**config.mk**
```make
export PLATFORM = sky130hd
export DESIGN_NAME = seq_signed_divider_flat
export DESIGN_NICKNAME = d
export VERILOG_FILES = /design/src/rtl/seq_signed_divider_pkg.sv /design/src/rtl/seq_signed_divider_if.sv /design/src/rtl/seq_signed_divider_div_step.sv /design/src/rtl/seq_signed_divider.sv /design/src/flat_wrapper.sv
export SDC_FILE = /design/constraint.sdc
export NUM_CORES = 1
export LEC_CHECK = 0
export CAP_MARGIN = 10
export CORE_ASPECT_RATIO = 2
export CORE_UTILIZATION = 45
export DETAILED_ROUTE_END_ITERATION = 6
export PLACE_DENSITY_LB_ADDON = 0.25
export SLEW_MARGIN = 20
export SYNTH_ARGS = -nofsm -noshare
export SYNTH_HDL_FRONTEND = slang
export SYNTH_SLANG_ARGS = --single-unit
```
**constraint.sdc**
```tcl
create_clock -name clk -period 5.85 [get_ports clk]
set_input_delay 1.17 -clock clk [delete_from_list [all_inputs] [get_ports clk]]
set_output_delay 1.17 -clock clk [all_outputs]
set_load 0.02 [all_outputs]
```
**src/rtl/seq_signed_divider_pkg.sv**
```systemverilog
// Shared state encoding and default widths for the sequential signed divider.
package seq_signed_divider_pkg;
  localparam int DW_DEF = 12;
  localparam int VW_DEF = 6;

  typedef enum logic [1:0] {
    S_IDLE = 2'd0,
    S_ITER = 2'd1,
    S_FIX  = 2'd2
  } state_t;
endpackage

```
**src/rtl/seq_signed_divider_if.sv**
```systemverilog
// start/busy/done handshake plus operand and result buses of the divider.
interface seq_signed_divider_if #(
  parameter int DW = seq_signed_divider_pkg::DW_DEF,
  parameter int VW = seq_signed_divider_pkg::VW_DEF
);
  logic          start;
  logic [DW-1:0] dividend;
  logic [VW-1:0] divisor;
  logic          busy;
  logic          done;
  logic [DW-1:0] quotient;
  logic [VW-1:0] remainder;
  logic          dbz;
  logic          ovf;

  modport master (
    output start, dividend, divisor,
    input  busy, done, quotient, remainder, dbz, ovf
  );

  modport slave (
    input  start, dividend, divisor,
    output busy, done, quotient, remainder, dbz, ovf
  );
endinterface

```
**src/rtl/seq_signed_divider_div_step.sv**
```systemverilog
// One restoring shift-subtract step on unsigned magnitudes.
module seq_signed_divider_div_step #(
  parameter int VW = 6
) (
  input  logic [VW-1:0] i_p,
  input  logic          i_bit,
  input  logic [VW-1:0] i_d,
  output logic [VW-1:0] o_p,
  output logic          o_q
);
  logic [VW:0] w_shift;

  // The held remainder is always below |d| <= 2^(VW-1), so the
  // difference always fits back into VW bits.
  assign w_shift = {i_p, i_bit};
  assign o_q     = (w_shift >= {1'b0, i_d});
  assign o_p     = o_q ? VW'(w_shift - {1'b0, i_d}) : w_shift[VW-1:0];
endmodule

```
**src/rtl/seq_signed_divider.sv**
```systemverilog
// Sequential signed divider: one quotient bit per clock, sign fix-up at the end.
module seq_signed_divider
  import seq_signed_divider_pkg::*;
#(
  parameter int DW = DW_DEF,
  parameter int VW = VW_DEF
) (
  input logic                clk,
  input logic                rst,
  seq_signed_divider_if.slave bus
);
  localparam int CW = $clog2(DW + 1);

  state_t r_state, w_state_nxt;

  logic [VW-1:0] r_p;
  logic [DW-1:0] r_q;
  logic [VW-1:0] r_d;
  logic [CW-1:0] r_cnt;
  logic          r_sq, r_sr, r_zdiv, r_ovf_pend;
  logic          r_busy, r_done, r_dbz, r_ovf;
  logic [DW-1:0] r_quot;
  logic [VW-1:0] r_rem;

  logic          w_load, w_step, w_fix, w_last;
  logic [DW-1:0] w_a_mag;
  logic [VW-1:0] w_b_mag;
  logic [VW-1:0] w_p_nxt;
  logic          w_qbit;

  assign w_a_mag = bus.dividend[DW-1] ? DW'(-bus.dividend) : bus.dividend;
  assign w_b_mag = bus.divisor[VW-1]  ? VW'(-bus.divisor)  : bus.divisor;
  assign w_last  = (r_cnt == CW'(DW - 1));

  seq_signed_divider_div_step #(.VW(VW)) u_step (
    .i_p   (r_p),
    .i_bit (r_q[DW-1]),
    .i_d   (r_d),
    .o_p   (w_p_nxt),
    .o_q   (w_qbit)
  );

  always_ff @(posedge clk) begin
    if (rst) r_state <= S_IDLE;
    else     r_state <= w_state_nxt;
  end

  always_comb begin
    w_state_nxt = r_state;
    case (r_state)
      S_IDLE:  if (bus.start) w_state_nxt = (bus.divisor == '0) ? S_FIX : S_ITER;
      S_ITER:  if (w_last)    w_state_nxt = S_FIX;
      S_FIX:   w_state_nxt = S_IDLE;
      default: w_state_nxt = S_IDLE;
    endcase
  end

  always_comb begin
    w_load = 1'b0;
    w_step = 1'b0;
    w_fix  = 1'b0;
    case (r_state)
      S_IDLE:  w_load = bus.start;
      S_ITER:  w_step = 1'b1;
      S_FIX:   w_fix  = 1'b1;
      default: ;
    endcase
  end

  always_ff @(posedge clk) begin
    if (rst) begin
      r_p        <= '0;
      r_q        <= '0;
      r_d        <= '0;
      r_cnt      <= '0;
      r_sq       <= 1'b0;
      r_sr       <= 1'b0;
      r_zdiv     <= 1'b0;
      r_ovf_pend <= 1'b0;
      r_busy     <= 1'b0;
      r_done     <= 1'b0;
      r_dbz      <= 1'b0;
      r_ovf      <= 1'b0;
      r_quot     <= '0;
      r_rem      <= '0;
    end else begin
      r_done <= 1'b0;
      if (w_load) begin
        r_p        <= '0;
        r_q        <= w_a_mag;
        r_d        <= w_b_mag;
        r_cnt      <= '0;
        r_sq       <= bus.dividend[DW-1] ^ bus.divisor[VW-1];
        r_sr       <= bus.dividend[DW-1];
        r_zdiv     <= (bus.divisor == '0);
        r_ovf_pend <= (bus.dividend == {1'b1, {(DW-1){1'b0}}}) && (bus.divisor == '1);
        r_busy     <= 1'b1;
        r_dbz      <= 1'b0;
        r_ovf      <= 1'b0;
      end
      if (w_step) begin
        r_p   <= w_p_nxt;
        r_q   <= {r_q[DW-2:0], w_qbit};
        r_cnt <= CW'(r_cnt + 1'b1);
      end
      // -2^(DW-1)/-1 needs no special path: the magnitude 2^(DW-1) wraps back to itself.
      if (w_fix) begin
        r_busy <= 1'b0;
        r_done <= 1'b1;
        r_dbz  <= r_zdiv;
        r_ovf  <= r_ovf_pend;
        if (r_zdiv) begin
          r_quot <= '1;
          r_rem  <= '0;
        end else begin
          r_quot <= r_sq ? DW'(-r_q) : r_q;
          r_rem  <= r_sr ? VW'(-r_p) : r_p;
        end
      end
    end
  end

  assign bus.busy      = r_busy;
  assign bus.done      = r_done;
  assign bus.quotient  = r_quot;
  assign bus.remainder = r_rem;
  assign bus.dbz       = r_dbz;
  assign bus.ovf       = r_ovf;
endmodule

```
**src/flat_wrapper.sv**
```systemverilog
// flat-port wrapper written by rule: the top's interface ports become plain ports
module seq_signed_divider_flat import seq_signed_divider_pkg::*;
#(
  parameter int DW = DW_DEF,
  parameter int VW = VW_DEF
)
  (clk, rst, bus_start, bus_dividend, bus_divisor, bus_busy, bus_done, bus_quotient, bus_remainder, bus_dbz, bus_ovf);
  seq_signed_divider_if #(.DW(DW), .VW(VW)) bus_i ();
  input logic clk;
  input logic rst;
  input wire logic [$bits(bus_i.start)-1:0] bus_start;
  input wire logic [$bits(bus_i.dividend)-1:0] bus_dividend;
  input wire logic [$bits(bus_i.divisor)-1:0] bus_divisor;
  output wire logic [$bits(bus_i.busy)-1:0] bus_busy;
  output wire logic [$bits(bus_i.done)-1:0] bus_done;
  output wire logic [$bits(bus_i.quotient)-1:0] bus_quotient;
  output wire logic [$bits(bus_i.remainder)-1:0] bus_remainder;
  output wire logic [$bits(bus_i.dbz)-1:0] bus_dbz;
  output wire logic [$bits(bus_i.ovf)-1:0] bus_ovf;
  assign bus_i.start = bus_start;
  assign bus_i.dividend = bus_dividend;
  assign bus_i.divisor = bus_divisor;
  assign bus_busy = bus_i.busy;
  assign bus_done = bus_i.done;
  assign bus_quotient = bus_i.quotient;
  assign bus_remainder = bus_i.remainder;
  assign bus_dbz = bus_i.dbz;
  assign bus_ovf = bus_i.ovf;
  seq_signed_divider #(.DW(DW), .VW(VW)) u_core (.clk(clk), .rst(rst), .bus(bus_i));
endmodule
```
Yosys cells after proc, flatten, opt, wreduce, memory -nomap -nowiden
Index checks and enable logic that the tools add are counted.
- latch bits: 0
- bits in writable memories: 0
- logic and storage cells: 61
- ROM bits: 0
- memories: 0
- input port bits: 21
- output and inout port bits: 22
- register bits: 56
- equality and inequality tests: 7
- reduce and logical (&&, ||, !) cells: 7
- multiply operators: 0
- $lt $le $gt $ge: 1
- shift-type cells: 0
- multiplexer cells: 24
- div/mod/pow operators: 0
- add/sub/neg operators: 6
- bitwise operators: 1
- operators by type and width (cell ; number):
    12-bit two-way mux ; 5
    6-bit two-way mux ; 6
    12-bit negator ; 2
    12-bit == test (second input constant) ; 1
    6-bit negator ; 2
    4-bit two-way mux ; 2
    7-bit by 6-bit >= comparator with 1-bit output ; 1
    1-bit two-way mux ; 7
    6-bit == test (second input constant) ; 1
    6-bit zero test ; 1
    2-bit two-way mux ; 3
    6-bit subtractor ; 1
    4-bit by 1-bit adder with 4-bit output (second input constant) ; 1
    4-bit == test (second input constant) ; 1
    2-bit case mux with 2 select lines ; 1
    2-bit nonzero test ; 2
    2-bit by 1-bit == test with 1-bit output (second input constant) ; 1
    2-bit == test (second input constant) ; 1
    2-bit zero test ; 1
    2-bit by 1-bit inequality test with 1-bit output (second input constant) ; 1
    2-bit inequality test (second input constant) ; 1
    2-bit AND reduction ; 1
    2-bit OR reduction ; 1
    1-bit logical AND ; 1
    1-bit bitwise XOR ; 1

Logic depth before layout (Yosys ltp)
Gate-level depths: netlist of run 1.
- word-level depth: 4
- depth in mapped cells: 9
- depth with buffers taken out: 9

Modules after synthesis
From an unflattened synthesis of run 1, not the netlist that was laid out.
- cell total of the unflattened synthesis: 386
- area total of the unflattened synthesis: 3293.2 um2
- by module, submodules not included (module ; area each (um2) ; cells an instance ; instances ; sequential area each (um2)):
    seq_signed_divider ; 2911.5 ; 341 ; 1 ; 1121.1
    seq_signed_divider_div_step ; 381.6 ; 45 ; 1 ; 0.0

Worst setup path after synthesis of run 1
Ideal clock, no wire load.
- path kind: input to register
- start: input bus_dividend[6]
- end: register u_core.r_q[10]
- stages on the path: 5
- data arrival time: 2.420 ns
- setup slack: 3.300 ns
- data required time: 5.720 ns
- path buffers: 0
- setup time: 0.130 ns
- cells stage by stage: or4_1 or2_1 o31ai_1 xor2_1 o22ai_1
- word-level cells in the longest chain between the ends: 4
- ends and longest elaborated chain (element ; line ; source):
    start, declared ; flat_wrapper.sv:12 ; input wire logic [$bits(bus_i.dividend)-1:0] bus_dividend;
    12-bit negator ; seq_signed_divider.sv:31 ; assign w_a_mag = bus.dividend[DW-1] ? DW'(-bus.dividend) : bus.dividend;
    12-bit two-way mux ; seq_signed_divider.sv:31 ;
    12-bit two-way mux ; seq_signed_divider.sv:88 ; if (w_load) begin
    12-bit two-way mux ; seq_signed_divider.sv:101 ; if (w_step) begin
    end signal, assigned ; seq_signed_divider.sv:90 ; r_q <= w_a_mag;
    end signal, assigned ; seq_signed_divider.sv:103 ; r_q <= {r_q[DW-2:0], w_qbit};
    end, declared ; seq_signed_divider.sv:17 ; logic [DW-1:0] r_q;
No other way between the ends. The select of a mux whose other input is x is not followed.
A chain may end at the register's enable or synchronous reset.

==> results.tsv, run 1 <==
metric	value	unit
outcome	complete, no violations	
Syn Nets	396	
final instance area	3630	um^2
Residual DRC	0	
Fin. Hold Viols	0	
CTS tree	done	
post-synthesis average cell area	8.35	um^2
Post-synth ARST share	0	%
part of the Yosys area used for sequential elements	37.2	%
final WL	6490	um
post-cts hold buffer count	0	
Post-Syn Area	3010	um^2
core area	6360	um^2
Ports	43	
HP Class	flop to flop	
Skew-Pair Late Insertion Delay	290	ps
DR WL/cell	13.5	um
max cap viols	0	
Setup Fix Bufs, Post-CTS	0	
Layout Area Growth over Synthesis	20.5	%
vias in the first global route	2404	
post-cts resize count	0	
Worst EP arrival	3140	ps
Filler Cell Count	621	
Syn Inst Count	361	
setup TNS	0	ps
Rows	41	
Max Root-Sink Buffers	2	
via count	2622	
crit path kind	input port to flop	
top cells by area, synth	dfxtp_1 37%, nand2_1 6.6%, ha_1 5.4%	
RSZ-0062 raised after global routing	false	
Die Ht	118	um
Ant. Diodes	0	
peak supply drop	0.218	mV
Data required, critical path	6040	ps
die footprint	7050	um^2
area leader, netlist	dfxtp_1	
Worst path max stage delay	1150	ps
number of flops mapped to enable cells by yosys	0	
PortBufs	42	
nets@finish	427	
CTS H-tree lvls	2	
top cell type's share of synthesized area	37.2	%
pre-CTS setup slack	2580	ps
global-route wire length before repair	11100	um
layout cells sized above 1	5.60	%
GRT Residual Overflow	0	
initial antenna violation count	0	
Buf+Inv Stages, Crit Path	2	
maximum clock rate	338	MHz
pin count of the biggest net entering global routing	31	
Static Leak	1.43	nW
Die X	59.9	um
Pwr Density	265	nW/um^2
Placer Congestion	0.850	
Worst-path clk slew	70	ps
CP max-delay cell	clkdlybuf4s50_1	
Starting DRT DRC Count	143	
CP Max Fanout	30	
Pins Over Slew Limit	0	
Pre-Repair DR Iteration Count	4	
Reg area	1120	um^2
delay-heaviest family, CP	buffers and inverters	
YS warnings	0	
area of the multi-input gates	1740	um^2
Final period util	50.6	%
Root Driver	clkbuf_16	
Detailed Place HPWL	5040	um
synth unique cells	51	
cell area after placement	3480	um^2
relative slew slack	29.8	%
vias per cell	5.47	
cts bufs inserted	5	
nature of the critical path endpoint	flop	
worst reg-to-reg setup slack	3590	ps
Setup crit start kind	input port	
Cell Chain, Critical Path	clkdlybuf4s50_1, inv_1, and2_0, a32oi_1, nand2_1	
Post-DRT Antenna Nets	0	
clk sinks	56	
# placed instances	471	
dominant synthesized flop cell	dfxtp_1	
Initial Utilization	47.4	%
skew final	3.49	ps
Post-Layout Cell Count	479	
slack of the critical path	2890	ps
final setup fails	0	
Slew @ Worst Pin	1050	ps
fin crit period	2960	ps
GRT Total Usage	20.5	%
#FFs+latches synth	56	
## through the flow
step	hold WS, ps	power [W]	util, %
floorplan	431	0.000609	-
global placement	426	0.000671	54.7
detailed placement	429	0.000675	54.7
CTS	438	0.000970	57.0
global route	457	0.00102	57.1
finish	434	0.000962	57.1
## worst reg2reg max path, delay by kind of cell (launching register included)
family	cells	cell delay, ps
adders and majority gates	1	250
AOI/OAI and AO/OA	3	860
DFF	1	380
muxes	1	380
and+or+nand+nor	1	310
## registers in the layout (all words and copies together), names as in the netlist, 2 cells and up
| name | flops |
|---|---|
| u_core.r_d | 6 |
| u_core.r_cnt | 4 |
| u_core.r_q | 12 |
| u_core.bus.quotient | 12 |
| u_core.r_state | 2 |
| u_core.r_p | 6 |
| u_core.bus.remainder | 6 |
## report_power, final
group	switching (W)	leakage, nW	total, W	internal (W)
Combinational	0.000124	0.899	0.000232	0.000108
Clock	0.000127	0.0766	0.000296	0.000169
Sequential	0.0000305	0.456	0.000434	0.000403
## kinds of logic after synthesis
group | count (synthesis) | synth area share, %
buf+inv | 41 | 5.19
compound gates | 92 | 21.5
xor+xnor | 30 | 8.72
simple gates | 120 | 18.6
flops | 56 | 37.2
mux | 8 | 2.70
fa+ha+maj | 14 | 6.06
## cells in the mapped netlist, types with 3 or more instances
cell type  instances
dfxtp_1           56
nand2_1           53
o21ai_0           32
nor2_1            29
inv_1             21
clkbuf_1          17
xnor2_1           17
ha_1              13
xor2_1            13
a21oi_1           12
o31ai_1            8
a222oi_1           7
mux2i_1            7
nor2b_1            7
a211oi_1           5
nor3_1             5
a22oi_1            4
nand4_1            4
o22ai_1            4
a32o_1             3
nand2b_1           3
nand3_1            3
nor4_1             3
## metal layers
metal / global-route usage, % / share of wire [%] / routed length, um / up-vias
li1: - / - / - / 1341
met3: 4.51 / 3.0 / 196 / 13
met1: 23.1 / 40 / 2620 / 1208
met4: 10.3 / 3.1 / 204 / 0
met5: 0 / 0 / 0 / -
met2: 34.7 / 53 / 3470 / 60
## cell usage in the layout (no fill, tap or decap), drive strengths merged, types with 2 or more instances in the layout
master | Yosys | final
a21oi | 12 | 12
o31ai | 8 | 8
nor3 | 5 | 5
o22ai | 4 | 4
or2 | 3 | 3
mux2i | 7 | 7
buf | 3 | 2
xor2 | 13 | 13
nand2 | 53 | 53
a222oi | 7 | 7
a32o | 3 | 3
ha | 13 | 13
o21a | 2 | 2
nor4b | 2 | 2
clkbuf | 17 | 6
xnor2 | 17 | 17
nor2b | 7 | 7
nand3 | 3 | 3
nand2b | 3 | 3
a22oi | 4 | 4
o21ai | 33 | 33
clkdlybuf4s50 | 0 | 42
and3 | 2 | 2
nand4 | 4 | 4
nor4 | 3 | 3
dfxtp | 56 | 56
nor2 | 29 | 29
a211oi | 5 | 5
clkinv | 0 | 2
or4 | 4 | 4
inv | 21 | 21
a32oi | 2 | 2
o41ai | 3 | 3
## worst paths after layout
| check | startpoint | end | cells past startpoint |
|---|---|---|---|
| worst max-delay path | rst | u_core.r_p[5]$_SDFFE_PP0P_ | 5 |
| worst min-delay path | u_core.bus.quotient[7]$_SDFFE_PP0P_ | u_core.bus.quotient[7]$_SDFFE_PP0P_ | 2 |
| worst max register to register | u_core.r_p[1]$_SDFFE_PP0P_ | u_core.r_p[0]$_SDFFE_PP0P_ | 6 |
| worst min register to register | u_core.bus.quotient[7]$_SDFFE_PP0P_ | u_core.bus.quotient[7]$_SDFFE_PP0P_ | 2 |
## cell type report
class,count,area share (%)
multi-input cells,264,47.9
flip-flops and latches,56,30.9
repair buffers,44,12.0
clock buffers,6,3.82
well taps,86,2.96
inverters,21,2.17
clock inverters,2,0.276
Power figures use the tool's default switching activity.
==> run 2: changes to the inputs <==
clock period = 2.9 ns   (was 5.85 ns; I/O delays follow)
==> results.tsv, run 2 (synthesis gave the netlist of run 1 again) <==
metric	value	unit	change
GRT Residual Overflow	0		unchanged
Initial Utilization	47.4	%	unchanged
nets@finish	432		+1.2%
nature of the critical path endpoint	flop		
Ports	43		unchanged
Pwr Density	557	nW/um^2	+110%
Setup crit start kind	input port		
area of the multi-input gates	1740	um^2	-0.22%
peak supply drop	0.345	mV	+58%
most frequent cells in the layout	56 x dfxtp_1, 53 x nand2_1, 42 x clkdlybuf4s50_1, 32 x o21ai_0, 29 x nor2_1		
skew final	6.73	ps	+3.24 ps
vias per cell	5.54		+1.2%
Starting DRT DRC Count	125		-13%
relative slew slack	63.6	%	+34 points
Worst-path clk slew	70	ps	about the same
commonest non-fill, non-tap cell in the layout	dfxtp_1		
layout cells sized above 1	6.28	%	+0.68 points
RR Startpoint	u_core.r_p[1]$_SDFFE_PP0P_		
Static Leak	1.46	nW	+2.0%
Slew @ Worst Pin	544	ps	-507 ps
setup TNS	0	ps	unchanged
Final period util	78.6	%	
Root Driver	clkbuf_16		
Residual DRC	0		unchanged
Layout Area Growth over Synthesis	22.2	%	
core area	6360	um^2	unchanged
Worst EP arrival	2460	ps	-680 ps
Die Ht	118	um	unchanged
Detailed Place HPWL	5180	um	+2.8%
Post-Route Hold Slack	437	ps	+3.38 ps
GR Util met2	34.3	%	-0.35 points
outcome	complete, no violations		
final WL	6700	um	+3.2%
Pins Over Slew Limit	0		unchanged
die footprint	7050	um^2	unchanged
CTS H-tree lvls	2		unchanged
Ant. Diodes	0		unchanged
Skew-Pair Late Insertion Delay	300	ps	about the same
via count	2682		+2.3%
DR WL/cell	13.8	um	+2.2%
Hold Startpoint	u_core.bus.quotient[6]$_SDFFE_PP0P_		
Post-DRT Antenna Nets	0		unchanged
critical path launch point	bus_dividend[6]		
Die X	59.9	um	unchanged
fin util	57.9	%	+0.83 points
GRT busiest layer	met2		
Data required, critical path	3080	ps	-2960 ps
HP Class	flop to flop		
met3 Use GR	3.96	%	-0.55 points
met1 usage	23.2	%	+0.069 points
Power, Total	0.00205	W	+110%
Cell Chain, Critical Path	clkdlybuf4s50_1, or4_1, or2_1, o31ai_1, xor2_1, o22ai_1		
maximum clock rate	439	MHz	
CTS tree	done		
initial antenna violation count	0		unchanged
cts bufs inserted	5		unchanged
clk sinks	56		unchanged
CP Max Fanout	3		-90%
Rows	41		unchanged
RSZ-0062 raised after global routing	false		
Worst path max stage delay	600	ps	-550 ps
Fin. Hold Viols	0		unchanged
post-cts hold buffer count	0		unchanged
post-cts resize count	0		unchanged
pin count of the biggest net entering global routing	25		-19%
Pre-Repair DR Iteration Count	4		unchanged
Placer Congestion	0.882		+3.8%
PortBufs	42		unchanged
final setup fails	0		unchanged
Reg area	1120	um^2	unchanged
crit path kind	input port to flop		
max cap viols	0		unchanged
CP max-delay cell	or4_1		
fin crit period	2280	ps	
global-route wire length before repair	11400	um	+3.0%
GRT Total Usage	20.8	%	+0.24 points
Filler Cell Count	635		+2.3%
Max Root-Sink Buffers	2		unchanged
Setup Fix Bufs, Post-CTS	0		unchanged
vias in the first global route	2529		+5.2%
==> run 2: final timing paths <==
path	end	slack, ps	cells after the start
worst max-delay path	u_core.r_q[10]$_SDFFE_PP0P_	620	6
worst min register to register	u_core.bus.quotient[6]$_SDFFE_PP0P_	440	2
worst max register to register	u_core.r_p[0]$_SDFFE_PP0P_	740	6
worst min-delay path	u_core.bus.quotient[6]$_SDFFE_PP0P_	440	2
==> run 2: layout make-up <==
cell class	instances	area share (%)
multi-input combinational	264	47.1
sequential	56	30.4
timing repair buffer	49	12.8
inverter	21	2.14
tap	86	2.92
clock buffer	6	3.50
clock inverter	2	1.05
==> run 2: power by group <==
group | switching (W) | internal [W]
clock | 0.000280 | 0.000412
sequential | 0.0000607 | 0.000813
combinational | 0.000255 | 0.000231
==> run 2: worst max-delay path, delay by kind of cell <==
family | cells | cell delay, ps
compound gates | 2 | 340
xor+xnor | 1 | 190
buf+inv | 1 | 490
simple gates | 2 | 870
==> run 2: metrics by stage <==
stage               cells  instance area, um^2  setup slack (ps)
global route          484                 3680               531
floorplan             361                 3010               932
finish                484                 3680               620
detailed placement    476                 3520               298
global placement      476                 3520               368
CTS                   484                 3680               614
==> run 2: layer usage <==
layer | vias up | part of all wire, %
met5 | - | 0
met1 | 1260 | 41
met4 | 0 | 3.5
met3 | 17 | 3.0
met2 | 60 | 53
li1 | 1345 | -
==> run 3: changes to the inputs <==
clock period = 2.3 ns   (was 2.9 ns; I/O delays follow)
==> results.tsv, run 3 (synthesis gave the netlist of run 1 again) <==
metric	value	unit	change
Starting DRT DRC Count	87		-30%
Hold Path Sink	u_core.bus.quotient[6]$_SDFFE_PP0P_		
RR Startpoint	u_core.r_p[1]$_SDFFE_PP0P_		
peak supply drop	0.410	mV	+19%
Pins Over Slew Limit	0		unchanged
crit path kind	flop to flop		
delay-heaviest family, CP	compound AO/OA/AOI/OAI gates		
outcome	complete, no violations		
fin crit period	2100	ps	
CP Depth	7		+1
Cell Chain, Critical Path	ha_1, or2_2, o221ai_1, a32o_2, buf_4, mux2i_1, o21ai_0		
Pwr Density	667	nW/um^2	+20%
Root Driver	clkbuf_16		
final instance area	3750	um^2	+1.7%
CP max-delay cell	dfxtp_1		
nets@finish	443		+2.5%
GRT Residual Overflow	0		unchanged
Setup crit start kind	flop		
initial antenna violation count	0		unchanged
Slew @ Worst Pin	511	ps	-33.3 ps
vias per cell	5.52		-0.45%
via count	2725		+1.6%
most frequent cells in the layout	56 x dfxtp_1, 53 x nand2_1, 42 x clkdlybuf4s50_1, 32 x o21ai_0, 29 x nor2_1		
layout cells sized above 1	9.07	%	+2.8 points
Post-Layout Cell Count	494		+2.1%
# placed instances	487		+2.3%
Worst EP arrival	2280	ps	-180 ps
PortBufs	42		unchanged
Skew-Pair Late Insertion Delay	300	ps	about the same
Reg2Reg Capture Point	u_core.r_p[2]$_SDFFE_PP0P_		
post-cts hold buffer count	0		unchanged
cts bufs inserted	5		unchanged
Fin. Hold Viols	0		unchanged
Pre-Repair DR Iteration Count	4		unchanged
Hold Path Cell Cnt	2		unchanged
Worst path max stage delay	390	ps	-210 ps
Worst-path clk slew	70	ps	about the same
commonest non-fill, non-tap cell in the layout	dfxtp_1		
GRT Total Usage	21.0	%	+0.24 points
RSZ-0062 raised after global routing	false		
global-route wire length before repair	11600	um	+1.4%
Hold Startpoint	u_core.bus.quotient[6]$_SDFFE_PP0P_		
clk sinks	56		unchanged
Residual DRC	0		unchanged
nature of the critical path endpoint	flop		
worst reg-to-reg setup slack	200	ps	-540 ps
cell area after placement	3600	um^2	+2.3%
maximum clock rate	475	MHz	
core area	6360	um^2	unchanged
CTS tree	done		
relative slew slack	65.6	%	+2.0 points
CP Max Fanout	6		+3
Die X	59.9	um	unchanged
Ports	43		unchanged
Max Root-Sink Buffers	2		unchanged
reg2reg path depth	7		+1
Layout Area Growth over Synthesis	24.4	%	
Static Leak	1.51	nW	+3.3%
die footprint	7050	um^2	unchanged
Detailed Place HPWL	5260	um	+1.4%
Placer Congestion	0.862		-2.2%
Ant. Diodes	0		unchanged
Buf+Inv Stages, Crit Path	1		unchanged
vias in the first global route	2643		+4.5%
Data required, critical path	2480	ps	-600 ps
final setup fails	0		unchanged
max cap viols	0		unchanged
Initial Utilization	47.4	%	unchanged
CTS H-tree lvls	2		unchanged
pin count of the biggest net entering global routing	26		+4.0%
Die Ht	118	um	unchanged
DR WL/cell	13.5	um	-2.7%
Rows	41		unchanged
final WL	6650	um	-0.73%
HP Class	flop to flop		
Post-DRT Antenna Nets	0		unchanged
Final period util	91.5	%	
fin util	58.9	%	+1.0 points
skew final	8.27	ps	+1.54 ps
==> run 3: changes by cell type in the layout (fill, tap and decap cells not counted) <==
cell	previous run	this run
inv_6	1	0
a32o_1	3	2
a32o_2	0	1
bufinv_16	1	0
clkbuf_1	1	0
buf_4	7	18
clkbuf_8	0	1
clkinv_4	0	1
==> run 3: layout make-up <==
| cell class | count | area [um^2] |
|---|---|---|
| Fill cell | 599 | 2610 |
| Multi-Input combinational cell | 264 | 1740 |
| Sequential cell | 56 | 1120 |
| Timing Repair Buffer | 60 | 556 |
| Clock buffer | 6 | 139 |
| Tap cell | 86 | 108 |
| Inverter | 21 | 78.8 |
| Clock inverter | 1 | 8.76 |
==> run 3: how the worst max path moves through the flow <==
stage	from	endpoint	slack, ps
3_3_place_gp	bus_dividend[6]	u_core.r_q[10]$_SDFFE_PP0P_	-20
5_1_grt	u_core.r_p[1]$_SDFFE_PP0P_	u_core.r_p[0]$_SDFFE_PP0P_	40
6_report	u_core.r_p[1]$_SDFFE_PP0P_	u_core.r_p[2]$_SDFFE_PP0P_	200
3_5_place_dp	bus_dividend[2]	u_core.r_q[9]$_SDFFE_PP0P_	-110
2_1_floorplan	u_core.r_d[2]$_SDFFE_PP0P_	u_core.r_p[0]$_SDFFE_PP0P_	330
4_1_cts	u_core.r_p[1]$_SDFFE_PP0P_	u_core.r_p[4]$_SDFFE_PP0P_	130
==> run 3: tightest hold or removal path, delay by kind of cell, from the launching register on <==
kind / cells / cell delay (ps)
flip-flops: 1 / 310
AND/OR/NAND/NOR: 2 / 90
==> run 3: where the power goes <==
part           internal [W]  leakage [nW]  switching, W
Clock              0.000430        0.0729      0.000343
Sequential          0.00103         0.456     0.0000746
Combinational      0.000306         0.979      0.000320
==> run 3: timing repair <==
item	4_1_cts	5_1_grt
buffers inserted	0	0
gates resized for setup	0	1
endpoints found under the setup margin	0	3
==> run 3: layer usage <==
layer	routed length, um	up-vias	part of all wire [%]	GRT usage, %
li1	-	1367	-	-
met1	2660	1269	40	23.6
met2	3530	70	53	35.6
met3	227	19	3.4	3.63
met4	235	0	3.5	11.8
met5	0	-	0	0
==> run 3: through the flow <==
stage          worst slack, ps  hold slack, ps  power (W)  setup TNS, ps
6_report                   195             434    0.00250              0
5_1_grt                   44.4             453    0.00263              0
4_1_cts                    134             438    0.00251              0
3_5_place_dp              -108             431    0.00174           -251
3_3_place_gp             -17.0             428    0.00173          -17.0
2_1_floorplan              332             431    0.00155              0
